==> src/rtl/joybus_port_sched.sv <==
// Shared-engine scheduler for four JOYBUS controller ports: periodic status
// polls of enabled ports, with one-off host commands taking priority.
module joybus_port_sched #(
  parameter int POLL_CYCLES    = 500000,
  parameter int TIMEOUT_CYCLES = 2500
) (
  input  logic         clk,
  input  logic         rst_n,
  input  logic [3:0]   port_en,
  input  logic         req_valid,
  input  logic [1:0]   req_port,
  input  logic [7:0]   req_cmd,
  output logic         req_ack,
  output logic [1:0]   port_sel,
  output logic         cmd_rdy,
  output logic [7:0]   cmd_data,
  input  logic         rx_done,
  input  logic [7:0]   rx_status,
  input  logic [31:0]  rx_data,
  output logic [127:0] cntlr_data,
  output logic [3:0]   present,
  output logic [3:0]   timeout_err,
  output logic         rsp_valid,
  output logic [7:0]   rsp_status,
  output logic [31:0]  rsp_data,
  output logic         busy
);

  localparam int PW = (POLL_CYCLES > 1) ? $clog2(POLL_CYCLES) : 1;
  localparam int TW = (TIMEOUT_CYCLES > 1) ? $clog2(TIMEOUT_CYCLES) : 1;
  localparam logic [PW-1:0] POLL_LAST = PW'(POLL_CYCLES - 1);
  localparam logic [TW-1:0] TO_LAST   = TW'(TIMEOUT_CYCLES - 1);

  localparam logic [1:0] IDLE    = 2'd0;
  localparam logic [1:0] ISSUE   = 2'd1;
  localparam logic [1:0] WAIT_RX = 2'd2;
  localparam logic [1:0] STORE   = 2'd3;

  localparam logic [7:0] POLL_CMD  = 8'h01;
  localparam logic [7:0] STATUS_OK = 8'h05;

  logic [1:0]    state;
  logic [PW-1:0] poll_cnt;
  logic [TW-1:0] wait_cnt;
  logic          round_pending;
  logic [3:0]    round_mask;
  logic          is_host;
  logic          timed_out;
  logic [7:0]    rx_st_q;
  logic [31:0]   rx_dat_q;

  function automatic logic [1:0] lowest_port(input logic [3:0] mask);
    if (mask[0])      return 2'd0;
    else if (mask[1]) return 2'd1;
    else if (mask[2]) return 2'd2;
    else              return 2'd3;
  endfunction

  assign busy = (state != IDLE);

  always_ff @(posedge clk or negedge rst_n) begin
    if (!rst_n) begin
      state         <= IDLE;
      poll_cnt      <= '0;
      wait_cnt      <= '0;
      round_pending <= 1'b0;
      round_mask    <= '0;
      is_host       <= 1'b0;
      timed_out     <= 1'b0;
      rx_st_q       <= '0;
      rx_dat_q      <= '0;
      port_sel      <= '0;
      cmd_rdy       <= 1'b0;
      cmd_data      <= '0;
      req_ack       <= 1'b0;
      rsp_valid     <= 1'b0;
      rsp_status    <= '0;
      rsp_data      <= '0;
      cntlr_data    <= '0;
      present       <= '0;
      timeout_err   <= '0;
    end else begin
      cmd_rdy   <= 1'b0;
      req_ack   <= 1'b0;
      rsp_valid <= 1'b0;

      // Poll timer only runs while idle with no round outstanding; a pending
      // round pins it at zero so a late expiry cannot stretch the round.
      if (state == IDLE && !round_pending) begin
        if (poll_cnt == POLL_LAST) begin
          poll_cnt      <= '0;
          round_pending <= 1'b1;
          round_mask    <= port_en;
        end else begin
          poll_cnt <= poll_cnt + 1'b1;
        end
      end else if (round_pending) begin
        poll_cnt <= '0;
      end

      case (state)
        IDLE: begin
          if (req_valid) begin
            req_ack  <= 1'b1;
            port_sel <= req_port;
            cmd_data <= req_cmd;
            cmd_rdy  <= 1'b1;
            is_host  <= 1'b1;
            state    <= ISSUE;
          end else if (round_pending) begin
            if (round_mask != 4'b0000) begin
              port_sel <= lowest_port(round_mask);
              cmd_data <= POLL_CMD;
              cmd_rdy  <= 1'b1;
              is_host  <= 1'b0;
              state    <= ISSUE;
            end else begin
              round_pending <= 1'b0;
            end
          end
        end
        ISSUE: begin
          wait_cnt <= '0;
          state    <= WAIT_RX;
        end
        WAIT_RX: begin
          if (rx_done) begin
            rx_st_q   <= rx_status;
            rx_dat_q  <= rx_data;
            timed_out <= 1'b0;
            state     <= STORE;
          end else if (wait_cnt == TO_LAST) begin
            timed_out <= 1'b1;
            state     <= STORE;
          end else begin
            wait_cnt <= wait_cnt + 1'b1;
          end
        end
        STORE: begin
          if (is_host) begin
            rsp_valid  <= 1'b1;
            rsp_status <= timed_out ? 8'hFF : rx_st_q;
            rsp_data   <= timed_out ? 32'h0 : rx_dat_q;
          end else begin
            if (!timed_out && rx_st_q == STATUS_OK) begin
              cntlr_data[{port_sel, 5'd0} +: 32] <= rx_dat_q;
              present[port_sel]     <= 1'b1;
              timeout_err[port_sel] <= 1'b0;
            end else begin
              cntlr_data[{port_sel, 5'd0} +: 32] <= 32'h0;
              present[port_sel] <= 1'b0;
              if (timed_out) timeout_err[port_sel] <= 1'b1;
            end
            round_mask[port_sel] <= 1'b0;
          end
          state <= IDLE;
        end
        default: state <= IDLE;
      endcase
    end
  end

endmodule
==> config.mk <==
export PLATFORM = sky130hd
export DESIGN_NAME = joybus_port_sched
export DESIGN_NICKNAME = d
export VERILOG_FILES = /design/src/rtl/joybus_port_sched.sv
export SDC_FILE = /design/constraint.sdc
export NUM_CORES = 1
export LEC_CHECK = 0
export ABC_CLOCK_PERIOD_IN_PS = 2100
export CAP_MARGIN = 20
export CELL_PAD_IN_SITES_DETAIL_PLACEMENT = 1
export CELL_PAD_IN_SITES_GLOBAL_PLACEMENT = 1
export CORE_ASPECT_RATIO = 2
export CORE_MARGIN = 2
export CORE_UTILIZATION = 40
export DETAILED_ROUTE_END_ITERATION = 6
export PLACE_DENSITY = 0.89
export SLEW_MARGIN = 15
export SYNTH_ARGS = -nofsm -noshare
export SYNTH_HDL_FRONTEND = slang
export SYNTH_SLANG_ARGS = --single-unit
==> constraint.sdc <==
create_clock -name clk -period 2.1 [get_ports clk]
set_input_delay 0.21 -clock clk [delete_from_list [all_inputs] [get_ports clk]]
set_output_delay 0.21 -clock clk [all_outputs]
set_load 0.01 [all_outputs]
# Word-level counts from Yosys, hierarchy flattened
# Index checks and enable logic that the tools add are counted.
[word_totals]
wordCells = 121
ff_bits = 269
out_inout_bits = 190
[classes]
shifts = 3
n_mux = 54
eq_ne = 11
add_sub_neg = 3
bitwise = 7
reduce_logical = 22
magnitude_cmp = 2
[ops]
columns = ["cell", "count"]
rows = [
  ["128-bit bitwise mux", 2],
  ["128-bit 2-to-1 mux", 1],
  ["32-bit by 9-bit variable shift with 128-bit output (first input constant)", 1],
  ["32-bit by 9-bit variable part select with 128-bit output", 1],
  ["32-bit by 9-bit variable part select with 128-bit output (first input constant)", 1],
  ["19-bit 2-to-1 mux", 3],
  ["32-bit 2-to-1 mux", 1],
  ["8-bit 2-to-1 mux", 4],
  ["4-bit 2-to-1 mux", 7],
  ["12-bit 2-to-1 mux", 2],
  ["12-bit case mux with 2 select lines", 1],
  ["1-bit 2-to-1 mux", 21],
  ["2-bit 2-to-1 mux", 10],
  ["19-bit by 1-bit adder with 19-bit output (second input constant)", 1],
  ["19-bit equality test (second input constant)", 1],
  ["2-bit nonzero test", 7],
  ["12-bit by 1-bit adder with 12-bit output (second input constant)", 1],
  ["4-bit bitwise AND", 3],
  ["12-bit equality test (second input constant)", 1],
  ["3-bit AND reduction", 4],
  ["7-bit negation with 9-bit output", 1],
  ["8-bit by 3-bit equality test with 1-bit output (second input constant)", 1],
  ["4-bit bitwise OR", 2],
  ["2-bit case mux with 4 select lines", 1],
  ["15 further kinds", 24],
]

# Logic depth before layout (Yosys ltp)
[depth]
depth_word = 8
depth_mapped = 9

# Worst setup path before layout
# No wires, ideal clock.
[synth_timing]
path_type = "register to register"
start = "reg poll_cnt[0]"
end = "reg poll_cnt[8]"
setup_time_ps = 124
arrival_ps = 1813
synth_period_minus_slack_ps = 1937
required_ps = 1976
stages_incl_launch_ff = 8
path_slack_ps = 163
cell_sequence = "dfrtp_1 ha_1 nand4_1 or2_1 o21a_1 buf_2 and3_1 a211o_1"
[synth_between]
elab_chain_len = 3
word_cells_on_any_way = 4
classes_between = "1 x add/sub; 1 x eq/ne; 2 x mux"
[synth_lines]
columns = ["item", "line_no", "text"]
rows = [
  ["from (decl)", "43", "logic [PW-1:0] poll_cnt;"],
  ["from (signal assigned)", "95", "poll_cnt <= poll_cnt + 1'b1;"],
  ["19-bit by 1-bit adder with 19-bit output / 19-bit equality test (equally long branches)", "95, 90", ""],
  ["19-bit 2-to-1 mux *", "90", "if (poll_cnt == POLL_LAST) begin"],
  ["19-bit 2-to-1 mux *", "89", "if (state == IDLE && !round_pending) begin"],
]
# Mark *: on every way between the ends. The rest lies on a longest branch, timed or not.
# A chain may end at the register's enable or synchronous reset.

# Final worst setup path
[layout_timing]
start = "reg state[0]"
end = "reg cntlr_data[88]"
[layout_between]
elab_chain_len = 2
[layout_lines]
columns = ["item", "line_no", "text"]
rows = [
  ["from (decl)", "42", "logic [1:0] state;"],
  ["from (signal assigned)", "63", "state <= IDLE;"],
  ["from (signal assigned)", "109", "state <= ISSUE;"],
  ["from (signal assigned)", "116", "state <= ISSUE;"],
  ["2-bit equality test", "101", "case (state)"],
  ["2-bit AND reduction (no source line)", "--", ""],
  ["to (signal, indexed assignment)", "146", "cntlr_data[{port_sel, 5'd0} +: 32] <= rx_dat_q;"],
  ["to (decl)", "20", "output logic [127:0] cntlr_data,"],
]
# Every way passes these cells.

==> results by group <==
Floorplanning
  • Initial Util: 40.7%
  • Site Rows: 84
  • Die height: 236 um
  • Die footprint: 28300 sq um
  • Core area: 26400 sq um
  • Chip width: 120 um
  • I/O pin cnt: 248

Placed design
  • Setup WS pre-CTS: 0.0205 ns
  • Number of port buffers: 247
  • Routability Congestion: 0.918
  • Detail Placement HPWL: 25.8 mm

Pwr
  • Clock Power Share: 28.0%
  • Seq pwr share: 43.3%
  • NetSw: 5.72 mW
  • Power Density: 1130 nW/um^2
  • P_int: 11.2 mW
  • Combinational power share: 28.7%
  • Static Leak: 6.74 nW
  • Switching Share: 33.9%
  • Peak supply drop: 0.000883 V

Finish
  • Final core utilization: 56.5%
  • Most common cell after layout, fill and taps aside: dfrtp_1
  • Syn-to-layout area delta: 38.7%
  • Fraction of layout cells with a size suffix above 1: 13.4%
  • Nets@finish: 1207
  • Commonest non-fill, non-tap cells in the layout: dfrtp_1 (269), clkdlybuf4s50_1 (245), a22o_1 (136)

Routing
  • DR vias: 8604
  • DR WL/cell: 25.3 um
  • Remaining antenna violation count after routing: 0
  • Post-detailed-routing wire length: 37.9 mm
  • DRT Pass-1 Iters: 4
  • Via density: 5.73
  • DRT iter0 DRCs: 483
  • Drt drc: 0

CTS
  • CTS Buf Count: 24
  • CTS tree: built
  • Clk sink count: 269
  • H-tree depth: 1
  • Clk_lat worst skew: 0.54 ns
  • Max Buffers Root-to-Sink: 3
  • Root Driver: clkbuf_16
  • Clock slew at reported path FFs: 0.07 ns

Worst setup path
  • Worst setup EP type: register
  • Worst Path Max Fanout: 32
  • WP data required: 2.52 ns
  • Reg-to-reg setup timing slack: 0.07 ns
  • Worst EP arrival: 2.45 ns
  • WS Path Type: reg -> reg
  • Startpoint Class: register

Global routing
  • Gr usage total: 26.5%
  • Number of global-route vias before repair: 9461
  • First-pass GRT wire length: 57.3 mm
  • Global route total overflow: 0
  • Largest net degree at the start of global routing: 82
  • Initial antenna violation count: 2

Synthesis
  • Post-Synthesis Cells: 866
  • Ys async rst share: 100%
  • Synthesized area: 10700 sq um
  • Post-synth cell types: 57
  • Mapped Nets: 937
  • Main synth FF type: dfrtp_1
  • #FFs+latches synth: 269
  • Mapped Avg Cell Area: 12.4 sq um
  • YS warnings: 0
  • EDFF count, synth: 0
  • Sequential share of the synthesized area: 62.6%

Hold path
  • Hold crit path type: in -> async

Timing
  • Final TNS setup: 0 ns
  • Hold Fails Final Rpt: 0
  • Setup ws final: 0.0684 ns
  • Skew final: 0.0183 ns
  • Final setup violation count: 0
  • Maximum clock frequency: 492 MHz
  • Max_slew headroom: 37.3%
  • Fin crit period: 2.03 ns
  • Pins Over Slew Limit: 0
  • Final worst-path cycle share: 96.7%
  • Worst slew pin tran: 0.937 ns

Outcome
  • Outcome: finished, final reports clean

Job
  • Max_cap viols: 0
## power groups by stage
| stage | sequential [mW] | combinational [mW] | clock, mW |
|---|---|---|---|
| detailed placement | 7.37 | 4.70 | 0 |
| global placement | 7.26 | 4.49 | 0 |
| global route | 7.41 | 5.23 | 5.01 |
| finish | 7.30 | 4.85 | 4.72 |
| CTS | 7.28 | 4.85 | 4.81 |
| floorplan | 7.25 | 2.04 | 0 |
## critical path: stages, from the launching register on
cell     delay [ns]
dfrtp_1        0.40
buf_4          0.15
ha_1           0.21
nor2b_2        0.16
buf_6          0.15
nand2_1        0.13
and4b_2        0.26
buf_12         0.17
a22o_1         0.22
## metrics by stage
stage | area, sq um | total power [mW] | hold WS [ns] | instances
5_1_grt | 14900 | 17.6 | 0.221 | 1500
6_report | 14900 | 16.9 | 0.177 | 1501
3_3_place_gp | 13900 | 11.8 | 0.163 | 1445
2_1_floorplan | 10700 | 9.30 | -0.0856 | 866
3_5_place_dp | 13900 | 12.1 | 0.155 | 1445
4_1_cts | 14800 | 16.9 | 0.184 | 1492
## worst paths after layout
path	startpoint	to	cells after the start
setup / recovery	state[0]$_DFFE_PN0P_	cntlr_data[88]$_DFFE_PN0P_	8
hold / removal	rst_n	rsp_status[0]$_DFFE_PN0P_	2
setup reg to reg	state[0]$_DFFE_PN0P_	cntlr_data[88]$_DFFE_PN0P_	8
hold reg to reg	rsp_data[28]$_DFFE_PN0P_	rsp_data[28]$_DFFE_PN0P_	2
max in group asynchronous	rst_n	cntlr_data[7]$_DFFE_PN0P_	3
min in group clk	req_cmd[0]	cmd_data[0]$_DFFE_PN0P_	3
## logic make-up (layout without fill, tap and decap cells)
kind of cell    count (synthesis)  after routing  synth area share, %
simple gates                  228            228                 11.2
fa+ha+maj                      13             13                 1.51
buf+inv                        68            356                 2.67
other cells                     0              3                    0
mux                            48             48                 4.95
flops                         269            269                 62.6
xor+xnor                       10             10                0.815
compound gates                230            230                 16.2
## state kept, by name, summed over array words and instances (netlist names), named ones only
register       cells
round_mask         4
cmd_data           8
req_ack            1
state              2
cmd_rdy            1
port_sel           2
rsp_data          32
round_pending      1
poll_cnt          19
cntlr_data       128
rsp_valid          1
rsp_status         8
wait_cnt          12
is_host            1
rx_st_q            8
timed_out          1
rx_dat_q          32
## layout make-up
cell class,count,area [sq um]
clock inverter,13,158
sequential,269,6730
antenna,3,7.51
multi-input combinational,529,3780
tap,344,430
clock buffer,31,678
fill,2614,11500
inverter,12,45.0
timing repair buffer,300,3070
## what timing repair did
| item | 4_1_cts | 5_1_grt |
|---|---|---|
| hold buffers | 1 | 0 |
| gates cloned | 0 | 2 |
| buffers inserted | 2 | 4 |
| endpoints found under the setup margin | 1 | 75 |
| hold endpoints to repair | 48 | 0 |
| gates resized for setup | 3 | 7 |
| pin swaps | 0 | 3 |
## per-layer routing
| metal | vias up | routed length [um] | track usage, % |
|---|---|---|---|
| met3 | 108 | 1400 | 2.85 |
| met2 | 283 | 21300 | 50.3 |
| met1 | 4536 | 12900 | 27.4 |
| li1 | 3677 | - | - |
| met5 | - | 0 | 0 |
| met4 | 0 | 2320 | 15.2 |
## synthesized netlist by cell type, drive strengths merged (2+ instances only)
library cell  instances  share of area (%)
a211oi                2               0.14
xnor2                 4               0.33
o311ai                2               0.16
nor3b                 2               0.14
a22o                136                 11
nand3                16               0.74
nor3                  9               0.51
and3                  4               0.23
a21oi                15               0.73
o21a                  2               0.14
a21o                  6               0.42
nand2b               35                2.0
mux2i                 7               0.65
or3                   9               0.52
clkbuf               38                1.3
nor4                  6               0.61
and4                  2               0.16
nor2b                 6               0.37
buf                  18               0.91
o21ai                51                2.4
o2111ai               2               0.16
dfrtp               269                 63
nand2                77                2.7
a211o                 2               0.16
and2                  2               0.12
inv                  12               0.42
or4                   2               0.17
mux2                 41                4.3
ha                   13                1.5
a31oi                 7               0.41
xor2                  6               0.49
nor4b                 3               0.38
nand4                13               0.81
nor2                 36                1.3
No activity file was read; power rests on OpenSTA's default activity.
